==> src/rtl/eth_pkg.sv <==
// Shared Ethernet definitions for the TX CRC and RX FCS paths.
//   CRC32_INIT / CRC_RESIDUE : CRC register seed and the good-frame remainder
//   PRE / SFD                : preamble and start-of-frame delimiter bytes
//   rx_state_t               : receive FSM states
//   bit_rev8                 : byte bit reversal (GMII carries bytes LSB first)
//   crc32_d8_next            : one-byte MSB-first CRC32 step, poly 0x04C11DB7
package eth_pkg;

  localparam logic [31:0] CRC32_INIT  = 32'hFFFF_FFFF;
  localparam logic [31:0] CRC_RESIDUE = 32'hC704_DD7B;
  localparam logic [31:0] CRC32_POLY  = 32'h04C1_1DB7;
  localparam logic [7:0]  SFD         = 8'hD5;
  localparam logic [7:0]  PRE         = 8'h55;

  typedef enum logic [2:0] {
    SYNC,
    IDLE,
    PREAMBLE,
    DATA,
    DROP
  } rx_state_t;

  function automatic logic [7:0] bit_rev8(input logic [7:0] b);
    logic [7:0] r;
    for (int i = 0; i < 8; i++) r[i] = b[7-i];
    return r;
  endfunction

  // Feeds data[7] first; callers pass the bit-reversed wire byte so the
  // first bit on the wire enters the register first.
  function automatic logic [31:0] crc32_d8_next(input logic [31:0] crc,
                                                input logic [7:0]  data);
    logic [31:0] c;
    logic        fb;
    c = crc;
    for (int i = 7; i >= 0; i--) begin
      fb = c[31] ^ data[i];
      c  = {c[30:0], 1'b0} ^ (fb ? CRC32_POLY : 32'h0);
    end
    return c;
  endfunction

endpackage

==> src/rtl/eth_rx_dly4.sv <==
// Four-byte shift line that holds back the trailing FCS of a frame.
//   clk, rst_n : clock, synchronous active-low reset
//   push, din  : shift a byte in
//   clear      : empty the line and re-arm the start-of-frame marker
//   pop_valid  : registered; oldest byte left the full line this cycle
//   pop_sof    : registered; first pop since the last clear
//   pop_data   : registered popped byte
module eth_rx_dly4
  import eth_pkg::*;
(
  input  logic       clk,
  input  logic       rst_n,
  input  logic       push,
  input  logic       clear,
  input  logic [7:0] din,
  output logic       pop_valid,
  output logic       pop_sof,
  output logic [7:0] pop_data
);

  logic [7:0] line [4];
  logic [2:0] fill;
  logic       first;

  always_ff @(posedge clk) begin
    if (!rst_n || clear) begin
      for (int i = 0; i < 4; i++) line[i] <= 8'h00;
      fill      <= 3'd0;
      first     <= 1'b1;
      pop_valid <= 1'b0;
      pop_sof   <= 1'b0;
      pop_data  <= 8'h00;
    end else begin
      pop_valid <= 1'b0;
      pop_sof   <= 1'b0;
      if (push) begin
        line[0] <= din;
        for (int i = 1; i < 4; i++) line[i] <= line[i-1];
        if (fill == 3'd4) begin
          pop_valid <= 1'b1;
          pop_sof   <= first;
          pop_data  <= line[3];
          first     <= 1'b0;
        end else begin
          fill <= fill + 3'd1;
        end
      end
    end
  end

endmodule

==> src/rtl/eth_rx_fcs_check.sv <==
// GMII receive front end: strips preamble/SFD, checks FCS and length,
// forwards the frame body without its FCS and issues one verdict per frame.
//   clk, rst_n                       : GMII RX clock, synchronous active-low reset
//   gmii_rx_dv, gmii_rx_er, gmii_rxd : raw GMII receive inputs
//   out_valid, out_sof, out_data     : body byte stream (DA first, FCS removed)
//   frame_done                       : one-cycle end-of-frame pulse
//   frame_ok, err_code               : verdict with frame_done ([0] FCS, [1] length, [2] rx_er)
module eth_rx_fcs_check
  import eth_pkg::*;
#(
  parameter int MIN_LEN = 64,
  parameter int MAX_LEN = 1518,
  parameter int PRE_MIN = 1
) (
  input  logic       clk,
  input  logic       rst_n,
  input  logic       gmii_rx_dv,
  input  logic       gmii_rx_er,
  input  logic [7:0] gmii_rxd,
  output logic       out_valid,
  output logic       out_sof,
  output logic [7:0] out_data,
  output logic       frame_done,
  output logic       frame_ok,
  output logic [2:0] err_code
);

  localparam logic [10:0] MIN_LEN_C = 11'(MIN_LEN);
  localparam logic [10:0] MAX_LEN_C = 11'(MAX_LEN);
  localparam logic [2:0]  PRE_MIN_C = 3'(PRE_MIN);

  logic        dv_d1, er_d1;
  logic [7:0]  rxd_d1;
  rx_state_t   state, state_next;
  logic [2:0]  pre_cnt;
  logic [31:0] crc;
  logic [10:0] byte_cnt, cnt_next;
  logic        er_flag, len_flag;
  logic        pre_start, pre_inc, sfd_ok, data_byte, frame_end, fwd;
  logic [2:0]  err_now;

  // Input register deliberately has no reset: it keeps tracking the pins
  // during reset so SYNC sees dv still high when reset drops mid-frame.
  always_ff @(posedge clk) begin
    dv_d1  <= gmii_rx_dv;
    er_d1  <= gmii_rx_er;
    rxd_d1 <= gmii_rxd;
  end

  always_ff @(posedge clk) begin
    if (!rst_n) state <= SYNC;
    else        state <= state_next;
  end

  always_comb begin
    state_next = state;
    case (state)
      SYNC:     if (!dv_d1) state_next = IDLE;
      IDLE:     if (dv_d1) state_next = (rxd_d1 == PRE) ? PREAMBLE : DROP;
      PREAMBLE: begin
        if (!dv_d1)                                  state_next = IDLE;
        else if (er_d1)                              state_next = DROP;
        else if (rxd_d1 == PRE)                      state_next = PREAMBLE;
        else if (rxd_d1 == SFD && pre_cnt >= PRE_MIN_C) state_next = DATA;
        else                                         state_next = DROP;
      end
      DATA:     if (!dv_d1) state_next = IDLE;
      DROP:     if (!dv_d1) state_next = IDLE;
      default:  state_next = SYNC;
    endcase
  end

  always_comb begin
    pre_start = (state == IDLE) && dv_d1 && (rxd_d1 == PRE);
    pre_inc   = (state == PREAMBLE) && dv_d1 && !er_d1 && (rxd_d1 == PRE);
    sfd_ok    = (state == PREAMBLE) && (state_next == DATA);
    data_byte = (state == DATA) && dv_d1;
    frame_end = (state == DATA) && !dv_d1;
    // Forwarding stops once the frame exceeds MAX_LEN; the line is no longer
    // fed, so nothing more pops out for this frame.
    fwd       = data_byte && (cnt_next <= MAX_LEN_C);
  end

  assign cnt_next = (byte_cnt == 11'h7FF) ? byte_cnt : byte_cnt + 11'd1;
  assign err_now  = {er_flag, (byte_cnt < MIN_LEN_C) | len_flag, crc != CRC_RESIDUE};

  always_ff @(posedge clk) begin
    if (!rst_n) begin
      pre_cnt    <= 3'd0;
      crc        <= CRC32_INIT;
      byte_cnt   <= 11'd0;
      er_flag    <= 1'b0;
      len_flag   <= 1'b0;
      frame_done <= 1'b0;
      frame_ok   <= 1'b0;
      err_code   <= 3'd0;
    end else begin
      if (pre_start)                     pre_cnt <= 3'd1;
      else if (pre_inc && pre_cnt != 3'd7) pre_cnt <= pre_cnt + 3'd1;

      if (sfd_ok) begin
        crc      <= CRC32_INIT;
        byte_cnt <= 11'd0;
        er_flag  <= 1'b0;
        len_flag <= 1'b0;
      end else if (data_byte) begin
        crc      <= crc32_d8_next(crc, bit_rev8(rxd_d1));
        byte_cnt <= cnt_next;
        if (er_d1)                  er_flag  <= 1'b1;
        if (cnt_next > MAX_LEN_C)   len_flag <= 1'b1;
      end

      frame_done <= frame_end;
      frame_ok   <= frame_end && (err_now == 3'd0);
      err_code   <= frame_end ? err_now : 3'd0;
    end
  end

  eth_rx_dly4 u_dly4 (
    .clk       (clk),
    .rst_n     (rst_n),
    .push      (fwd),
    .clear     (sfd_ok | frame_end),
    .din       (rxd_d1),
    .pop_valid (out_valid),
    .pop_sof   (out_sof),
    .pop_data  (out_data)
  );

endmodule

==> config.mk <==
export PLATFORM = sky130hd
export DESIGN_NAME = eth_rx_fcs_check
export DESIGN_NICKNAME = d
export VERILOG_FILES = /design/src/rtl/eth_pkg.sv /design/src/rtl/eth_rx_dly4.sv /design/src/rtl/eth_rx_fcs_check.sv
export SDC_FILE = /design/constraint.sdc
export NUM_CORES = 1
export LEC_CHECK = 0
export CORE_ASPECT_RATIO = 1.2
export CORE_MARGIN = 5
export CORE_UTILIZATION = 56
export CTS_BUF_LIST = sky130_fd_sc_hd__clkbuf_4 sky130_fd_sc_hd__clkbuf_8
export DETAILED_ROUTE_END_ITERATION = 10
export PLACE_DENSITY = 0.79
export SYNTH_ARGS = -nofsm -noshare
export SYNTH_HDL_FRONTEND = slang
export SYNTH_SLANG_ARGS = --single-unit
==> constraint.sdc <==
create_clock -name clk -period 4.6 [get_ports clk]
set_input_delay 1.38 -clock clk [delete_from_list [all_inputs] [get_ports clk]]
set_output_delay 1.38 -clock clk [all_outputs]
set_load 0.02 [all_outputs]
==> impl_metrics.json, run 1 <==
{
  "status": "finished clean",
  "post-synth-top-count-cell": "dfxtp_1",
  "core_area_um2": 9080,
  "combPwrFrac_pct": 8.4,
  "grt_max_degree": 73,
  "fin_util_pct": 63.3,
  "ant_nets": 0,
  "peakVddDrop_uv": 179,
  "cts.path.max_buffers": 2,
  "crit_fanout": 11,
  "dp.cells": 633,
  "nFillCells": 726,
  "cts_buffers": 9,
  "grt_first_pass_wirelength_um": 16000,
  "final_max_slew_viol_count": 0,
  "cts_tree": "yes",
  "synth.distinct_cells": 54,
  "swShare_pct": 23.0,
  "cts_resized": 0,
  "routed_wl_um": 9460,
  "cp.arrival_ns": 3.27,
  "grt_util_all_layers_pct": 17.5,
  "cts_setup_buffers": 0,
  "synth_seq_cells": 112,
  "drtPass1Iterations": 4,
  "synthCells": 508,
  "final_hold_viol_count": 0,
  "route.detailed.wl_per_inst_um": 14.6,
  "syn_nets": 526,
  "worstSkewPairLatency_ns": 0.37,
  "fmax_ghz": 0.337,
  "fin_skew_ns": 0.00983,
  "clock_sinks": 112,
  "p_clk_share_pct": 33.1,
  "regArea_um2": 2560,
  "antennaDiodeCount": 0,
  "required_ns": 4.90,
  "ys.flop_type": "dfxtp_1",
  "finalSetupViolCount": 0,
  "die_width_um": 98,
  "drive_gt1_share_pct": 7.37,
  "synth_edf_count": 32,
  "syn_to_final_growth_pct": 10.4,
  "portBuffers": 26,
  "netlist_top_cells_area": "dfxtp_1 31%, edfxtp_1 18%, xnor2_1 7.2%",
  "yosysWarnings": 0,
  "start_util_pct": 57.3,
  "htree_levels": 3,
  "cp-start-kind": "flop",
  "vias": 3536,
  "antenna_found_initial": 0,
  "die_y_um": 116,
  "synth.avg_cell_area_um2": 10.2,
  "grt_pass1_vias": 3451,
  "relSlewSlack_pct": 36.3,
  "syn_area_um2": 5200,
  "multi_input_area_um2": 2500,
  "power.internal_mw": 1.36,
  "die-area_um2": 11300,
  "crit_path_start": "byte_cnt[0]$_SDFFE_PP0P_",
  "gp_congestion": 0.881,
  "fin_cells": 649,
  "critical_path_class": "flop to flop",
  "power_density_nw_per_um2": 308,
  "period_share_pct": 64.6,
  "synthDominantCellAreaShare_pct": 30.8,
  "pwr-share-seq_pct": 58.5,
  "clk_pin_slew_ns": 0.10,
  "ys_seq_area_share_pct": 49.2,
  "pin_count": 27,
  "hpwl_um": 6780,
  "cts_root_buf": "clkbuf_8",
  "hold_buffers": 0,
  "hold_class": "flop to flop",
  "vias_per_cell": 5.45,
  "synthArstFlopShare_pct": 0,
  "synth_common_cells": "80 x dfxtp_1, 69 x nand2_1, 43 x xnor2_1",
  "worstHoldStart": "len_flag$_SDFFE_PP0P_",
  "grt_overflow_total": 0,
  "row_count": 38,
  "p_leak_nw": 2.18,
  "rsz0062_at_grt": "no",
  "cap_violations": 0,
  "drt_iter0_markers": 178,
  "drcViolationCount": 0,
  "timing.rr.start": "byte_cnt[0]$_SDFFE_PP0P_",
  "power.net_switching_mw": 0.408,
  "synth_top_area_cell": "dfxtp_1",
  "period_minus_slack_ns": 2.97,
  "worst_pin_slew_ns": 0.954,
  "p_total_mw": 1.77,
  "nNetsFinal": 542,
  "fin_tns_setup_ns": 0,
  "endpoint_kind": "flop"
}
power groups by stage:
stage	Combinational [mW]	Sequential [mW]	Clock (mW)
2_1_floorplan	0.118	1.06	0
5_1_grt	0.161	1.04	0.650
3_5_place_dp	0.148	1.06	0
3_3_place_gp	0.148	1.06	0
4_1_cts	0.149	1.04	0.605
6_report	0.149	1.04	0.587
worst max-delay path: stages (launching register included):
cell and delay, ns:
dfxtp_1 0.46, ha_1 0.38, and2_1 0.34, o32ai_1 0.13, a211oi_1 0.41, a2111oi_4 0.12
a211oi_2 0.81, mux2i_1 0.26
logic make-up after synthesis:
group	count (synthesis)	share of synthesized area, %
AO/OA/AOI/OAI	78	11.3
XOR/XNOR	75	13.9
adder cells (fa/ha/maj)	6	1.44
buffers and inverters	36	2.96
flip-flops	112	49.2
multiplexers	16	3.10
AND/OR/NAND/NOR	185	18.0
layout by cell type (no fill, tap or decap), types with 3 or more instances in the layout:
master / instances
mux2i_1: 15
o211ai_1: 32
edfxtp_1: 32
nand2_1: 69
clkdlybuf4s50_1: 26
and2_1: 37
a211oi_1: 3
nand4_1: 5
nor2_1: 26
a21oi_1: 11
nor4bb_1: 4
and3_1: 7
xnor2_1: 43
o21ai_0: 7
nor2b_1: 3
buf_4: 5
nand3_1: 9
ha_1: 6
nand3_2: 3
xnor2_2: 6
nand2b_1: 5
xor2_1: 24
nor3_1: 6
inv_1: 10
clkbuf_8: 10
nor4_1: 4
dfxtp_1: 80
layout make-up:
class	instances	share of cell area [%]
repair buffers	31	5.18
multi-input cells	360	43.4
inverters	10	0.653
clock buffers	10	2.39
well taps	120	2.61
flip-flops and latches	112	44.6
clock inverters	6	1.13
routing by layer:
metal | wire (um) | track usage (%) | vias up
met5 | 0 | 0 | -
li1 | - | - | 1793
met1 | 4090 | 21.1 | 1660
met4 | 200 | 8.22 | 0
met2 | 4820 | 30.4 | 66
met3 | 348 | 3.01 | 17
registers in the layout, summed over array words and instances (netlist names):
signal,cells
u_dly4.pop_sof,1
u_dly4.pop_data,8
u_dly4.fill,3
byte_cnt,11
pre_cnt,3
er_d1,1
er_flag,1
dv_d1,1
state,3
u_dly4.pop_valid,1
u_dly4.first,1
err_code,3
frame_ok,1
len_flag,1
frame_done,1
rxd_d1,8
u_dly4.line,32
crc,32
per-stage QoR:
stage          instance area (um^2)  hold WS, ns  setup WS, ns
6_report                       5750        0.457          1.63
5_1_grt                        5750        0.477          1.38
3_5_place_dp                   5540        0.446          1.37
2_1_floorplan                  5200        0.414         0.142
3_3_place_gp                   5540        0.438          1.42
4_1_cts                        5750        0.460          1.63
worst paths after layout:
kind	slack [ns]	depth (start not counted)	to
hold / removal	0.46	2	len_flag$_SDFFE_PP0P_
hold reg to reg	0.46	2	len_flag$_SDFFE_PP0P_
setup / recovery	1.63	7	u_dly4.pop_data[1]$_SDFFE_PP0P_
setup reg to reg	1.63	7	u_dly4.pop_data[1]$_SDFFE_PP0P_
(Power assumes the default switching activity.)
==> run 2, diff against run 1 <==
==> constraint.sdc (replaced) <==
create_clock -name clk -period 2.7 [get_ports clk]
set_input_delay 0.81 -clock clk [delete_from_list [all_inputs] [get_ports clk]]
set_output_delay 0.81 -clock clk [all_outputs]
set_load 0.02 [all_outputs]
==> run 2 against run 1 <==
Effect of this change: critical path depth up 2; clock skew about the same; combinational power up 82%; worst hold slack worse by 0.0075 ns; largest cell class unchanged.
==> impl_metrics.json, run 2 (synthesis gave the netlist of run 1 again) <==
{
  "status": "finished clean",
  "die_width_um": 98,
  "final_max_slew_viol_count": 0,
  "dp.cells": 658,
  "die_y_um": 116,
  "cap_violations": 0,
  "required_ns": 2.83,
  "row_count": 38,
  "fin_area_um2": 6020,
  "final_hold_viol_count": 0,
  "portBuffers": 26,
  "routed_wl_um": 10000,
  "fmax_ghz": 0.399,
  "top_regs": "crc x32, u_dly4.line x32, byte_cnt x11",
  "vias": 3714,
  "worst_pin_slew_ns": 0.778,
  "cts_buffers": 9,
  "power_density_nw_per_um2": 524,
  "worst_path_most_repeated_cell": "buf_4",
  "antennaDiodeCount": 0,
  "path_delay_family": "simple AND/OR/NAND/NOR gates",
  "start_util_pct": 57.3,
  "hold_buffers": 0,
  "critical_path_class": "flop to flop",
  "drcViolationCount": 0,
  "dpl-instance-area_um2": 5750,
  "ant_nets": 0,
  "fin_cells": 675,
  "core_area_um2": 9080,
  "clk_pin_slew_ns": 0.10,
  "cts.path.max_buffers": 2,
  "grt_max_degree": 73,
  "fin_skew_ns": 0.00971,
  "cts_root_buf": "clkbuf_8",
  "nFillCells": 722,
  "htree_levels": 3,
  "period_share_pct": 92.9,
  "drtPass1Iterations": 4,
  "grt_util_all_layers_pct": 18.3,
  "peakVddDrop_uv": 342,
  "cts_tree": "yes",
  "grt_pass1_vias": 3685,
  "final_cell_mix": "78 x dfxtp_1, 69 x nand2_1, 43 x xnor2_1",
  "grt_first_pass_wirelength_um": 16800,
  "crit_fanout": 32,
  "final_common_cell": "dfxtp_1",
  "gp_congestion": 0.928,
  "endpoint_kind": "flop",
  "drive_gt1_share_pct": 12.6,
  "clock_sinks": 112,
  "drt_iter0_markers": 206,
  "grt_overflow_total": 0,
  "syn_to_final_growth_pct": 15.7,
  "critPathBufInv": 3,
  "pin_count": 27,
  "crit_slowest_cell": "dfxtp_1",
  "relSlewSlack_pct": 47.8,
  "nNetsFinal": 568,
  "route.detailed.wl_per_inst_um": 14.8,
  "cp-start-kind": "flop",
  "crit_chain": "nand3_2 -> buf_4 -> nor4_1 -> o21ai_1 -> a2111oi_4 -> buf_4 -> a211oi_2 -> buf_4 -> and2_1",
  "regArea_um2": 2560,
  "worstSkewPairLatency_ns": 0.37,
  "antenna_found_initial": 0,
  "p_leak_nw": 2.32,
  "die-area_um2": 11300,
  "rsz0062_at_grt": "no",
  "vias_per_cell": 5.50,
  "multi_input_area_um2": 2540,
  "cp.arrival_ns": 2.64,
  "hpwl_um": 7150,
  "period_minus_slack_ns": 2.51,
  "finalSetupViolCount": 0,
  "hold_class": "flop to flop",
  "cp_slowest_stage_delay_ns": 0.48
}
run 2: changes by cell type in the layout (fill, tap and decap cells not counted), sizes merged:
cell,change
clkinvlp,-1
buf,+25
bufinv,+1
clkinv,-1
clkbuf,+1
o21ai,+1
run 2: final cells by class:
class | count | share of cell area (%)
sequential | 112 | 42.6
multi-input combinational | 361 | 42.1
timing repair buffer | 56 | 8.27
tap | 120 | 2.49
clock buffer | 11 | 2.41
clock inverter | 5 | 1.48
inverter | 10 | 0.623
run 2: worst min-delay path, delay by kind of cell (launching register included):
kind,cells,cell delay [ns]
flip-flops,1,0.32
AO/OA/AOI/OAI,1,0.05
buffers and inverters,1,0.04
run 2: metal layers:
metal  track usage [%]  part of all wire (%)  up-vias  wire length [um]
met4              9.79                   3.0        0               299
met3              3.55                   4.4       25               436
met5                 0                     0        -                 0
li1                  -                     -     1846                 -
met2              32.0                    51       90              5130
met1              21.3                    41     1753              4160
run 2: through the flow:
step	worst slack (ns)	util (%)	power [mW]	TNS, ns	hold WS, ns
floorplan	0.00212	-	2.00	0	0.414
global placement	0.0218	63.3	2.07	0	0.436
detailed placement	-0.0294	63.3	2.07	-0.904	0.437
CTS	0.00327	66.0	3.19	0	0.453
global route	0.00814	66.3	3.28	0	0.484
finish	0.191	66.3	3.16	0	0.449
run 2: repair_timing:
| item | in CTS | in global routing |
|---|---|---|
| setup buffers | 0 | 0 |
| gates cloned | 0 | 1 |
| pin swaps | 1 | 1 |
| resized for setup | 2 | 5 |
| endpoints found under the setup margin | 41 | 64 |
run 2: power breakdown:
group          switching, mW  total, mW  internal, mW
Clock                  0.549       1.12         0.570
Sequential            0.0167       1.77          1.75
Combinational          0.145      0.271         0.126
run 2: final timing paths:
kind	endpoint	startpoint	cells after the start	slack [ns]
worst min-delay path	len_flag$_SDFFE_PP0P_	len_flag$_SDFFE_PP0P_	2	0.45
worst max-delay path	u_dly4.line[1][4]$_SDFFCE_PN0P_	byte_cnt[4]$_SDFFE_PP0P_	9	0.19
worst max register to register	u_dly4.line[1][4]$_SDFFCE_PN0P_	byte_cnt[4]$_SDFFE_PP0P_	9	0.19
worst min register to register	len_flag$_SDFFE_PP0P_	len_flag$_SDFFE_PP0P_	2	0.45
==> run 3, diff against run 2 <==
--- a/config.mk
+++ b/config.mk
@@ -6,9 +6,10 @@
 export NUM_CORES = 1
 export LEC_CHECK = 0
 export CORE_ASPECT_RATIO = 1.2
-export CORE_MARGIN = 5
+export CORE_MARGIN = 2
 export CORE_UTILIZATION = 56
 export CTS_BUF_LIST = sky130_fd_sc_hd__clkbuf_4 sky130_fd_sc_hd__clkbuf_8
+export CTS_CLUSTER_DIAMETER = 120
 export DETAILED_ROUTE_END_ITERATION = 10
 export PLACE_DENSITY = 0.79
 export SYNTH_ARGS = -nofsm -noshare
==> run 3 against run 2 <==
Effect of this change: first-iteration DRC count up 62%; non-clock buffer count down 6; core utilization down 0.65 points; clock power down 14%; critical path depth unchanged; clock skew about the same; final area down 1.5%; combinational power up 1%; highest routed layer unchanged.
==> impl_metrics.json, run 3 (synthesis gave the netlist of run 1 again) <==
{
  "cts.path.max_buffers": 2,
  "period_minus_slack_ns": 2.52,
  "fmax_ghz": 0.397,
  "grt_first_pass_wirelength_um": 16400,
  "dp.cells": 651,
  "final_common_cell": "dfxtp_1",
  "power_density_nw_per_um2": 506,
  "crit_slowest_cell": "a2111oi_4",
  "endpoint_kind": "flop",
  "cp-start-kind": "flop",
  "hpwl_um": 7080,
  "grt_util_all_layers_pct": 21.0,
  "p_leak_nw": 2.27,
  "nNetsFinal": 561,
  "peakVddDrop_uv": 364,
  "crit_chain": "ha_4 -> and2_1 -> o32ai_1 -> a211oi_1 -> buf_4 -> a2111oi_4 -> a211oi_2 -> buf_4 -> and2_1",
  "grt_pass1_vias": 3543,
  "core_area_um2": 9030,
  "dpl-instance-area_um2": 5710,
  "cp.arrival_ns": 2.68,
  "ant_nets": 0,
  "critPathBufInv": 2,
  "die-area_um2": 10100,
  "syn_to_final_growth_pct": 14.0,
  "worstSkewPairLatency_ns": 0.40,
  "htree_levels": 3,
  "die_width_um": 92,
  "path_delay_family": "compound AO/OA/AOI/OAI gates",
  "start_util_pct": 57.6,
  "vias_per_cell": 5.50,
  "portBuffers": 26,
  "dp_slack_ns": 0.122,
  "holdWs_ns": 0.462,
  "drcViolationCount": 0,
  "cts_root_buf": "clkbuf_8",
  "rsz0062_at_grt": "no",
  "finalSetupViolCount": 0,
  "relSlewSlack_pct": 48.0,
  "antennaDiodeCount": 0,
  "hold_buffers": 0,
  "period_share_pct": 93.2,
  "cp_slowest_stage_delay_ns": 0.42,
  "grt_max_degree": 72,
  "cap_violations": 0,
  "crit_fanout": 32,
  "clk_pin_slew_ns": 0.11,
  "die_y_um": 110,
  "clock_sinks": 112,
  "fin_cells": 668,
  "hold_class": "flop to flop",
  "fin_area_um2": 5930,
  "routed_wl_um": 10100,
  "gp_congestion": 0.910,
  "route.detailed.wl_per_inst_um": 15.1,
  "cts_tree": "yes",
  "final_hold_viol_count": 0,
  "cts_buffers": 9,
  "pin_count": 27,
  "worst_pin_slew_ns": 0.774,
  "vias": 3673,
  "drt_iter0_markers": 333,
  "fin_skew_ns": 0.00995,
  "final_max_slew_viol_count": 0,
  "required_ns": 2.86,
  "antenna_found_initial": 0,
  "final.setup.worst_slack_ns": 0.183,
  "drive_gt1_share_pct": 11.3,
  "critical_path_class": "flop to flop",
  "grt_overflow_total": 0,
  "drtPass1Iterations": 6,
  "row_count": 38,
  "top_regs": "crc x32, u_dly4.line x32, byte_cnt x11",
  "fin_tns_setup_ns": 0,
  "status": "finished clean",
  "final_cell_mix": "78 x dfxtp_1, 69 x nand2_1, 43 x xnor2_1"
}
## run 3: changes by cell type in the layout (fill, tap and decap cells not counted), sizes merged
cell,before,now
buf,30,24
bufinv,2,0
clkbuf,11,9
clkinv,1,3
inv,12,14
o21ai,12,11
## run 3: cell type report
| type | count | area, um^2 |
|---|---|---|
| Sequential cell | 112 | 2560 |
| Tap cell | 120 | 150 |
| Inverter | 10 | 37.5 |
| Multi-Input combinational cell | 360 | 2530 |
| Clock buffer | 9 | 124 |
| Fill cell | 745 | 3100 |
| Timing Repair Buffer | 50 | 465 |
| Clock inverter | 7 | 62.6 |
## run 3: per-layer routing
metal	track usage (%)	vias up	part of all wire (%)
met3	3.98	33	3.5
met1	25.1	1723	43
met5	0	-	0
met4	13.0	0	4.1
li1	-	1831	-
met2	35.1	86	50
## run 3: worst paths after layout
kind                                         from                              end  slack, ns  cells past startpoint
setup / recovery         byte_cnt[1]$_SDFFE_PP0P_  u_dly4.line[1][0]$_SDFFCE_PN0P_       0.18                      9
setup reg to reg         byte_cnt[1]$_SDFFE_PP0P_  u_dly4.line[1][0]$_SDFFCE_PN0P_       0.18                      9
hold / removal    u_dly4.pop_data[3]$_SDFFE_PP0P_  u_dly4.pop_data[3]$_SDFFE_PP0P_       0.46                      2
hold reg to reg   u_dly4.pop_data[3]$_SDFFE_PP0P_  u_dly4.pop_data[3]$_SDFFE_PP0P_       0.46                      2
## run 3: worst min-delay path, stage by stage, from the launching register on
cell     delay, ns
dfxtp_1       0.32
nand2_1       0.05
mux2i_1       0.05
## run 3: timing repair
item,4_1_cts,5_1_grt
endpoints found under the setup margin,0,75
buffers inserted,0,1
resized for setup,0,6
hold endpoints to repair,0,0
## run 3: stage by stage
step           total power, mW  utilization [%]
3_5_place_dp              2.08             63.2
5_1_grt                   3.11             65.7
4_1_cts                   3.02             65.3
3_3_place_gp              2.07             63.2
6_report                  3.00             65.7
2_1_floorplan             2.00                -
## run 3: report_power, final
| group | total, mW | leakage, nW | internal (mW) | switching (mW) |
|---|---|---|---|---|
| Sequential | 1.77 | 0.982 | 1.75 | 0.0167 |
| Clock | 0.963 | 0.0967 | 0.355 | 0.607 |
| Combinational | 0.275 | 1.20 | 0.129 | 0.145 |
